==> config.mk <==
export PLATFORM = sky130hd
export DESIGN_NAME = mem_port_arbiter
export DESIGN_NICKNAME = d
export VERILOG_FILES = /design/src/rtl/mem_port_arbiter_pkg.sv /design/src/rtl/mem_port_arbiter_arb_pick.sv /design/src/rtl/mem_port_arbiter.sv
export SDC_FILE = /design/constraint.sdc
export NUM_CORES = 1
export LEC_CHECK = 0
export CAP_MARGIN = 15
export CORE_AREA = 5 5 101 103
export CTS_CLUSTER_DIAMETER = 80
export CTS_CLUSTER_SIZE = 12
export DETAILED_ROUTE_END_ITERATION = 10
export DIE_AREA = 0 0 106 108
export PLACE_DENSITY = 0.78
export SLEW_MARGIN = 15
export SYNTH_ARGS = -nofsm -noshare
export SYNTH_HDL_FRONTEND = slang
export SYNTH_SLANG_ARGS = --single-unit
==> constraint.sdc <==
create_clock -name i_clk -period 2.2 [get_ports i_clk]
set_input_delay 0.44 -clock i_clk [delete_from_list [all_inputs] [get_ports i_clk]]
set_output_delay 0.44 -clock i_clk [all_outputs]
set_load 0.03 [all_outputs]
==> src/rtl/mem_port_arbiter_pkg.sv <==
// mem_port_arbiter_pkg
// Shared definitions for the two-port memory arbiter: FSM state encoding,
// debug grant codes and a helper that maps a state to its grant code.
package mem_port_arbiter_pkg;

    typedef logic [1:0] arb_state_t;

    localparam arb_state_t ST_IDLE   = 2'd0;
    localparam arb_state_t ST_GNT_IC = 2'd1;
    localparam arb_state_t ST_GNT_DC = 2'd2;

    localparam logic [1:0] GRANT_NONE = 2'b00;
    localparam logic [1:0] GRANT_IC   = 2'b01;
    localparam logic [1:0] GRANT_DC   = 2'b10;

    function automatic logic [1:0] grant_of_state(input arb_state_t st);
        case (st)
            ST_GNT_IC: grant_of_state = GRANT_IC;
            ST_GNT_DC: grant_of_state = GRANT_DC;
            default:   grant_of_state = GRANT_NONE;
        endcase
    endfunction

endpackage

==> src/rtl/mem_port_arbiter_arb_pick.sv <==
// arb_pick
// Pure combinational winner select between the icache and dcache.
// Ports:
//   i_ic_act, i_dc_act : requester active flags
//   i_rr_mode          : 1 = round-robin, 0 = fixed dcache priority
//   i_last_dc          : round-robin history, 1 = dcache was granted last
//   i_promote_ic       : starvation promotion of the icache (fixed mode)
//   o_win              : one-hot winner {dcache, icache}, 00 when idle
module arb_pick (
    input  logic       i_ic_act,
    input  logic       i_dc_act,
    input  logic       i_rr_mode,
    input  logic       i_last_dc,
    input  logic       i_promote_ic,
    output logic [1:0] o_win
);

    logic w_ic_wins_tie;

    // On contention the icache wins only if it was not served last (round
    // robin) or has been starved long enough (fixed priority).
    assign w_ic_wins_tie = i_rr_mode ? i_last_dc : i_promote_ic;

    always_comb begin
        o_win = 2'b00;
        if (i_ic_act && i_dc_act) begin
            o_win = w_ic_wins_tie ? 2'b01 : 2'b10;
        end else if (i_dc_act) begin
            o_win = 2'b10;
        end else if (i_ic_act) begin
            o_win = 2'b01;
        end
    end

endmodule

==> src/rtl/mem_port_arbiter.sv <==
// mem_port_arbiter
// Arbitrates a single memory port between an icache (read only) and a
// dcache (read/write). The owner keeps the port for as long as it stays
// active; the memory bus combinationally mirrors the owner's request.
// Build option: ARB_ROUND_ROBIN_EN selects round-robin on contention;
// otherwise the dcache has fixed priority and a starved icache is promoted.
// Ports:
//   i_clk, i_rst            : clock, synchronous active-high reset
//   i_ic_* / o_ic_*         : icache request and response
//   i_dc_* / o_dc_*         : dcache request and response
//   o_mem_* / i_mem_*       : shared memory port
//   o_grant                 : debug, 00 none, 01 icache, 10 dcache
//
// state     | meaning
// ST_IDLE   | no owner, arbitrate among active requesters
// ST_GNT_IC | icache owns the memory port
// ST_GNT_DC | dcache owns the memory port
module mem_port_arbiter
    import mem_port_arbiter_pkg::*;
#(
    parameter int DATA_W       = 32,
    parameter int STARVE_LIMIT = 16
) (
    input  logic              i_clk,
    input  logic              i_rst,
    input  logic              i_ic_ren,
    input  logic [DATA_W-1:0] i_ic_addr,
    output logic [DATA_W-1:0] o_ic_rdata,
    output logic              o_ic_valid,
    output logic              o_ic_ready,
    input  logic              i_dc_ren,
    input  logic              i_dc_wen,
    input  logic [DATA_W-1:0] i_dc_addr,
    input  logic [DATA_W-1:0] i_dc_wdata,
    output logic [DATA_W-1:0] o_dc_rdata,
    output logic              o_dc_valid,
    output logic              o_dc_ready,
    output logic [DATA_W-1:0] o_mem_addr,
    output logic              o_mem_ren,
    output logic              o_mem_wen,
    output logic [DATA_W-1:0] o_mem_wdata,
    input  logic [DATA_W-1:0] i_mem_rdata,
    input  logic              i_mem_valid,
    input  logic              i_mem_ready,
    output logic [1:0]        o_grant
);

    arb_state_t r_state;
    arb_state_t w_next;
    logic       w_ic_act;
    logic       w_dc_act;
    logic       w_own_ic;
    logic       w_own_dc;
    logic [1:0] w_win;
    logic       w_rr_mode;
    logic       w_last_dc;
    logic       w_promote_ic;

    assign w_ic_act = i_ic_ren;
    assign w_dc_act = i_dc_ren | i_dc_wen;
    assign w_own_ic = (r_state == ST_GNT_IC);
    assign w_own_dc = (r_state == ST_GNT_DC);

`ifdef ARB_ROUND_ROBIN_EN
    logic r_last_dc;

    // Resets to "icache last" so the dcache wins the first contention.
    always_ff @(posedge i_clk) begin
        if (i_rst) begin
            r_last_dc <= 1'b0;
        end else if (w_own_dc) begin
            r_last_dc <= 1'b1;
        end else if (w_own_ic) begin
            r_last_dc <= 1'b0;
        end
    end

    assign w_rr_mode    = 1'b1;
    assign w_last_dc    = r_last_dc;
    assign w_promote_ic = 1'b0;
`else
    localparam logic [4:0] C_STARVE = STARVE_LIMIT[4:0];

    logic [4:0] r_wait;

    // Counts cycles the icache waits; saturates rather than wrapping so a
    // long dcache tenure cannot hide the starvation.
    always_ff @(posedge i_clk) begin
        if (i_rst) begin
            r_wait <= 5'd0;
        end else if (w_own_ic) begin
            r_wait <= 5'd0;
        end else if (w_ic_act && (r_wait != 5'h1f)) begin
            r_wait <= r_wait + 5'd1;
        end
    end

    assign w_rr_mode    = 1'b0;
    assign w_last_dc    = 1'b0;
    assign w_promote_ic = (r_wait >= C_STARVE);
`endif

    arb_pick u_arb_pick (
        .i_ic_act     (w_ic_act),
        .i_dc_act     (w_dc_act),
        .i_rr_mode    (w_rr_mode),
        .i_last_dc    (w_last_dc),
        .i_promote_ic (w_promote_ic),
        .o_win        (w_win)
    );

    // The owner is never preempted; on release the port goes straight to the
    // other requester if it is waiting, skipping an IDLE cycle.
    always_comb begin
        w_next = r_state;
        case (r_state)
            ST_IDLE: begin
                if (w_win[1]) begin
                    w_next = ST_GNT_DC;
                end else if (w_win[0]) begin
                    w_next = ST_GNT_IC;
                end
            end
            ST_GNT_IC: begin
                if (!w_ic_act) begin
                    w_next = w_dc_act ? ST_GNT_DC : ST_IDLE;
                end
            end
            ST_GNT_DC: begin
                if (!w_dc_act) begin
                    w_next = w_ic_act ? ST_GNT_IC : ST_IDLE;
                end
            end
            default: w_next = ST_IDLE;
        endcase
    end

    always_ff @(posedge i_clk) begin
        if (i_rst) begin
            r_state <= ST_IDLE;
        end else begin
            r_state <= w_next;
        end
    end

    // With no owner every bus field is zero, so reset and IDLE look the same
    // on the memory side and a stray i_mem_valid reaches nobody.
    always_comb begin
        o_mem_addr  = '0;
        o_mem_wdata = '0;
        o_mem_ren   = 1'b0;
        o_mem_wen   = 1'b0;
        if (w_own_ic) begin
            o_mem_addr = i_ic_addr;
            o_mem_ren  = i_ic_ren;
        end else if (w_own_dc) begin
            o_mem_addr  = i_dc_addr;
            o_mem_wdata = i_dc_wdata;
            o_mem_ren   = i_dc_ren;
            o_mem_wen   = i_dc_wen;
        end
    end

    assign o_ic_rdata = i_mem_rdata;
    assign o_dc_rdata = i_mem_rdata;
    assign o_ic_valid = w_own_ic & i_mem_valid;
    assign o_dc_valid = w_own_dc & i_mem_valid;
    assign o_ic_ready = w_own_ic & i_mem_ready;
    assign o_dc_ready = w_own_dc & i_mem_ready;
    assign o_grant    = grant_of_state(r_state);

endmodule

==> results of run 1 <==
[how the worst max path moves through the flow]
stage                          start        endpoint  slack (ns)  cells after the start
after CTS                 r_state[1]   o_mem_addr[0]         0.1                      4
final                     r_state[1]   o_mem_addr[0]        0.19                      4
after global routing      r_state[1]   o_mem_addr[0]        0.08                      4
after global placement    r_state[1]   o_mem_addr[0]        0.39                      4
after floorplan           r_state[0]  o_mem_addr[28]        0.54                      4
after detailed placement  r_state[1]   o_mem_addr[0]        0.35                      4
[power groups by stage]
stage                     Combinational [mW]  Clock [mW]  Sequential [mW]
after global placement                 0.639           0            0.142
after floorplan                        0.507           0            0.140
after CTS                              0.648       0.187            0.140
final                                  0.642       0.182            0.140
after detailed placement               0.645           0            0.142
after global routing                   0.673       0.196            0.141
[critical path, delay by kind of cell (launching register included)]
family / cells / cell delay, ns
AND/OR/NAND/NOR: 1 / 0.20
AO/OA/AOI/OAI: 1 / 0.30
flip-flops: 1 / 0.42
buffers and inverters: 2 / 0.40
[cell usage in the layout, fill, tap and decap left out, types with 2 or more instances in the layout]
master,n
clkbuf_8,3
nor3b_1,2
clkdlybuf4s50_1,102
a22o_1,33
ha_1,2
nor2b_4,2
mux2i_1,2
buf_12,8
nor2_1,2
and2_1,37
dfxtp_1,7
nor3_1,6
buf_4,67
[registers in the layout (all words and copies together), names as in the netlist]
| register | count |
|---|---|
| r_state | 2 |
| r_wait | 5 |
[area by class of cell]
class / instances / area share (%)
clock buffers: 4 / 1.64
multi-input cells: 96 / 26.5
flip-flops and latches: 7 / 5.10
well taps: 111 / 5.05
repair buffers: 178 / 61.7
[Yosys cell counts]
library cell	instances	area [µm²]
o22a_1	1	8.76
xor2_1	1	8.76
and3_1	1	6.26
nor3_1	6	30.0
nor2b_1	3	18.8
nand4_1	1	6.26
buf_2	9	45.0
mux2i_1	2	20.0
and2_1	37	231
clkbuf_1	1	3.75
a22o_1	33	289
mux2_2	1	11.3
and2b_2	1	8.76
nor3b_1	2	15.0
clkbuf_2	2	10.0
buf_4	64	480
o32a_1	1	10.0
xnor2_1	1	8.76
dfxtp_1	7	140
nor2_1	2	7.51
buf_6	2	22.5
nand3b_1	1	7.51
ha_1	2	25.0
[routing by layer]
layer | vias up | global-route usage, % | part of all wire (%)
met5 | - | 0 | 0
met4 | 0 | 3.70 | 2.4
met3 | 24 | 3.04 | 12
met2 | 100 | 14.8 | 49
met1 | 712 | 9.71 | 37
li1 | 764 | - | -
[kinds of logic after synthesis]
| family | after synthesis | share of synthesized area, % |
|---|---|---|
| simple gates | 54 | 23.4 |
| mux | 3 | 2.21 |
| flops | 7 | 9.90 |
| xor+xnor | 2 | 1.24 |
| fa+ha+maj | 2 | 1.77 |
| compound gates | 35 | 21.8 |
| buf+inv | 78 | 39.7 |
[metrics by stage]
stage	setup slack, ns	hold WS [ns]
after floorplan	0.535	0.514
after global placement	0.388	0.531
after detailed placement	0.352	0.537
after CTS	0.0985	0.547
after global routing	0.0778	0.579
final	0.192	0.548
[what timing repair did]
action | CTS | global route
gates resized for setup | 0 | 1
setup buffers | 0 | 0
hold endpoints to repair | 0 | 0
setup endpoints to repair | 0 | 1
==> metrics.yaml, run 1 <==
status: "completed"
r2r_start: "r_wait[0]"
max_cap_viol_count: 0
routabilityCongestion: 0.757
power_switching_uw: 361
fmax_mhz: 498
path_max_fanout: 46
drv_slew: 0
wl_per_cell_um: 14.8
io_pins: 271
hold_start: "r_wait[1]"
max_slew_margin_pct: 80.0
finalNonFillerCells: 396
vdd_drop_max_mv: 0.345
period_share_pct: 91.3
clkTransAtPathRegs_ns: 0.04
yosysWarnings: 0
first_global_vias: 1616
grt_setup_unrepaired: "false"
reg2reg_depth: 6
nets: 423
fin_skew_ns: 0.000254
drtAntennaViolNets: 0
pwr-share-seq_pct: 14.5
regArea_um2: 140
hold_buffers: 0
avgSynthCellArea_um2: 7.82
holdPathStages: 2
die_h_um: 108
die_w_um: 106
cpPeakStageDelay_ns: 0.42
synth.distinct_cells: 23
drt_iter0_drc: 47
finalInstanceArea_um2: 2750
syn_nets: 318
multi_input_comb_area_um2: 728
grt_antenna_before_repair: 0
synth_cells: 181
endpoint_kind: "primary output"
insertion_delay_ns: 0.23
diodes: 0
fin_crit_ns: 2.01
fillers: 949
cts_buffers: 3
clkPwrFrac_pct: 18.9
path_class: "reg2out"
initial_core_util_pct: 15.5
p_sw_share_pct: 37.4
start_kind: "flop"
leakagePower_nw: 1.23
dpl-instance-area_um2: 2700
p_int_uw: 603
place_hpwl_mm: 5.09
synth.cell_area_um2: 1420
worstPathCellList: "nor2b_4, buf_6, a22o_1, buf_12"
finalPower_uw: 964
cts_root_buf: "clkbuf_8"
worst_pin_slew_ns: 0.300
synth_seq_area_share_pct: 9.90
die_area_um2: 11400
drt-total-wl_mm: 5.86
core-area_um2: 9110
overflow: 0
drive_gt1_share_pct: 29.1
clock-sinks: 7
track_usage_pct: 8.61
dp_cells: 392
fin_tns_setup_ns: 0
rrSetupSlack_ns: 0.50
grt_pass1_wl_mm: 8.08
num_rows: 35
arrival_ns: 1.57
hold_viol_final: 0
grt_max_degree: 47
min_to: "r_wait[1]"
pwr-share-comb_pct: 66.6
pwr_density_cell_nw_per_um2: 351
viasPerCell: 4.04
syn_to_final_growth_pct: 94.2
final_core_util_pct: 30.2
crit_slowest_cell: "dfxtp_1"
cts_tree: "built"
cts_max_level: 1
holdCritPathClass: "reg2reg"
drt_first_pass_iters: 4
critPathRequiredTime_ns: 1.76
ys_ff_latch: 7
setup_violations: 0
port_buffers: 174
via_count: 1600
timing.rr.end: "r_wait[3]"
route.detailed.drc: 0
clk_path_buf_depth: 2
No activity file was read; power rests on OpenSTA's default activity.
==> run 2: changes to the inputs <==
--- a/config.mk
+++ b/config.mk
@@ -11,7 +11,7 @@
 export CTS_CLUSTER_SIZE = 12
 export DETAILED_ROUTE_END_ITERATION = 10
 export DIE_AREA = 0 0 106 108
-export PLACE_DENSITY = 0.78
+export PLACE_DENSITY_LB_ADDON = 0.2
 export SLEW_MARGIN = 15
 export SYNTH_ARGS = -nofsm -noshare
 export SYNTH_HDL_FRONTEND = slang
==> metrics.yaml, run 2 (synthesis gave the netlist of run 1 again) <==
cts_max_level: 1  # unchanged
viasPerCell: 4.11  # +1.6%
place_hpwl_mm: 5.04  # -0.97%
routabilityCongestion: 0.700  # -7.5%
post_cts_buffers: 0  # unchanged
track_usage_pct: 9.79  # +1.2 points
fin_crit_ns: 1.96  # -0.0496 ns
fmax_mhz: 511  # +2.5%
diodes: 0  # unchanged
pwr_density_cell_nw_per_um2: 351  # about the same
overflow: 0  # unchanged
drt_iter0_drc: 35  # -26%
worst_pin_slew_ns: 0.308  # +0.00737 ns
nets: 422  # -0.24%
die_h_um: 108  # unchanged
layout_commonest_cell: "clkdlybuf4s50_1"
vdd_drop_max_mv: 0.145  # -58%
path_max_fanout: 69  # +50%
initial_core_util_pct: 15.5  # unchanged
drt_first_pass_iters: 5  # +1
critPathRequiredTime_ns: 1.76  # about the same
crit_slowest_cell: "dfxtp_1"
worstPathCellList: "nor2b_4, buf_12, a22o_1, buf_12"
hold_buffers: 0  # unchanged
start_kind: "flop"
num_rows: 35  # unchanged
clk_path_buf_depth: 2  # unchanged
cts_tree: "built"
cpPeakStageDelay_ns: 0.42  # about the same
cts_resized: 0  # unchanged
status: "completed"
fillers: 985  # +3.8%
grt_antenna_before_repair: 0  # unchanged
cp.buffers_inverters: 2  # unchanged
reg.largest.list: "r_wait (5), r_state (2)"
route.detailed.drc: 0  # unchanged
die_w_um: 106  # unchanged
path_class: "reg2out"
grt_pass1_wl_mm: 9.09  # +13%
grt_setup_unrepaired: "false"
cts_root_buf: "clkbuf_8"
fin_skew_ns: 0.00482  # +0.00456 ns
grt_max_degree: 70  # +49%
drv_slew: 0  # unchanged
cts_buffers: 3  # unchanged
holdCritPathClass: "reg2reg"
fin_tns_setup_ns: 0  # unchanged
max_cap_viol_count: 0  # unchanged
io_pins: 271  # unchanged
largest_register: "r_wait"
port_buffers: 174  # unchanged
largest_reg_flops: 5  # unchanged
syn_to_final_growth_pct: 95.1
period_share_pct: 89.0  # -2.3 points
drt-total-wl_mm: 6.03  # +2.9%
clock-sinks: 7  # unchanged
timing.critical_path.mode_cell: "buf_12"
drtAntennaViolNets: 0  # unchanged
leakagePower_nw: 1.23  # about the same
core-area_um2: 9110  # unchanged
max_slew_margin_pct: 79.4  # -0.56 points
first_global_vias: 1729  # +7.0%
most-common-layout-cells: "clkdlybuf4s50_1 (102), buf_4 (65), and2_1 (37)"
drive_gt1_share_pct: 28.9  # -0.25 points
cp_top_family: "flip-flops"
setup_violations: 0  # unchanged
insertion_delay_ns: 0.23  # about the same
clkTransAtPathRegs_ns: 0.04  # about the same
endpoint_kind: "primary output"
die_area_um2: 11400  # unchanged
wl_per_cell_um: 15.3  # +3.1%
finalPower_uw: 968  # +0.43%
hold_viol_final: 0  # unchanged
via_count: 1622  # +1.4%
arrival_ns: 1.52  # -0.05 ns
## run 2: cell types whose count changed in the layout (fill, tap and decap cells not counted)
cell    change
buf_12      +2
buf_6       -1
buf_4       -2
## run 2: final timing paths
kind                    end        from  slack, ns  depth (start not counted)
max reg2reg       r_wait[3]   r_wait[0]       0.53                          6
min reg2reg       r_wait[1]   r_wait[1]       0.54                          2
min               r_wait[1]   r_wait[1]       0.54                          2
max          o_mem_addr[22]  r_state[1]       0.24                          4
## run 2: where the power goes
group          switching [mW]  internal [mW]  total [mW]
clock network          0.0589          0.126       0.185
logic                   0.296          0.347       0.643
registers             0.00676          0.133       0.140
## run 2: stage by stage
stage                     hold WS, ns  setup WS (ns)  instance area, µm²  cells  utilization [%]
final                           0.543          0.241                2760    395             30.3
after global routing            0.594          0.119                2760    395             30.3
after CTS                       0.552          0.194                2760    395             30.3
after detailed placement        0.540          0.430                2720    391             29.8
after global placement          0.549          0.437                2720    391             29.8
after floorplan                 0.514          0.535                1420    181                -
## run 2: layer usage
| metal | track usage, % | wire length (µm) | vias up |
|---|---|---|---|
| li1 | - | - | 761 |
| met1 | 10.5 | 2200 | 708 |
| met2 | 17.2 | 2900 | 124 |
| met3 | 3.76 | 728 | 29 |
| met4 | 4.26 | 192 | 0 |
| met5 | 0 | 0 | - |
## run 2: tightest hold or removal path, cell delays in order (launching register included)
cell     delay (ns)
dfxtp_1        0.32
mux2i_1        0.12
nor3_1         0.05
## run 2: final cells by class
cell class	instances	area, µm²	area share [%]
sequential	7	140	5.07
timing repair buffer	177	1710	61.9
clock buffer	4	45.0	1.63
tap	111	139	5.03
multi-input combinational	96	728	26.4
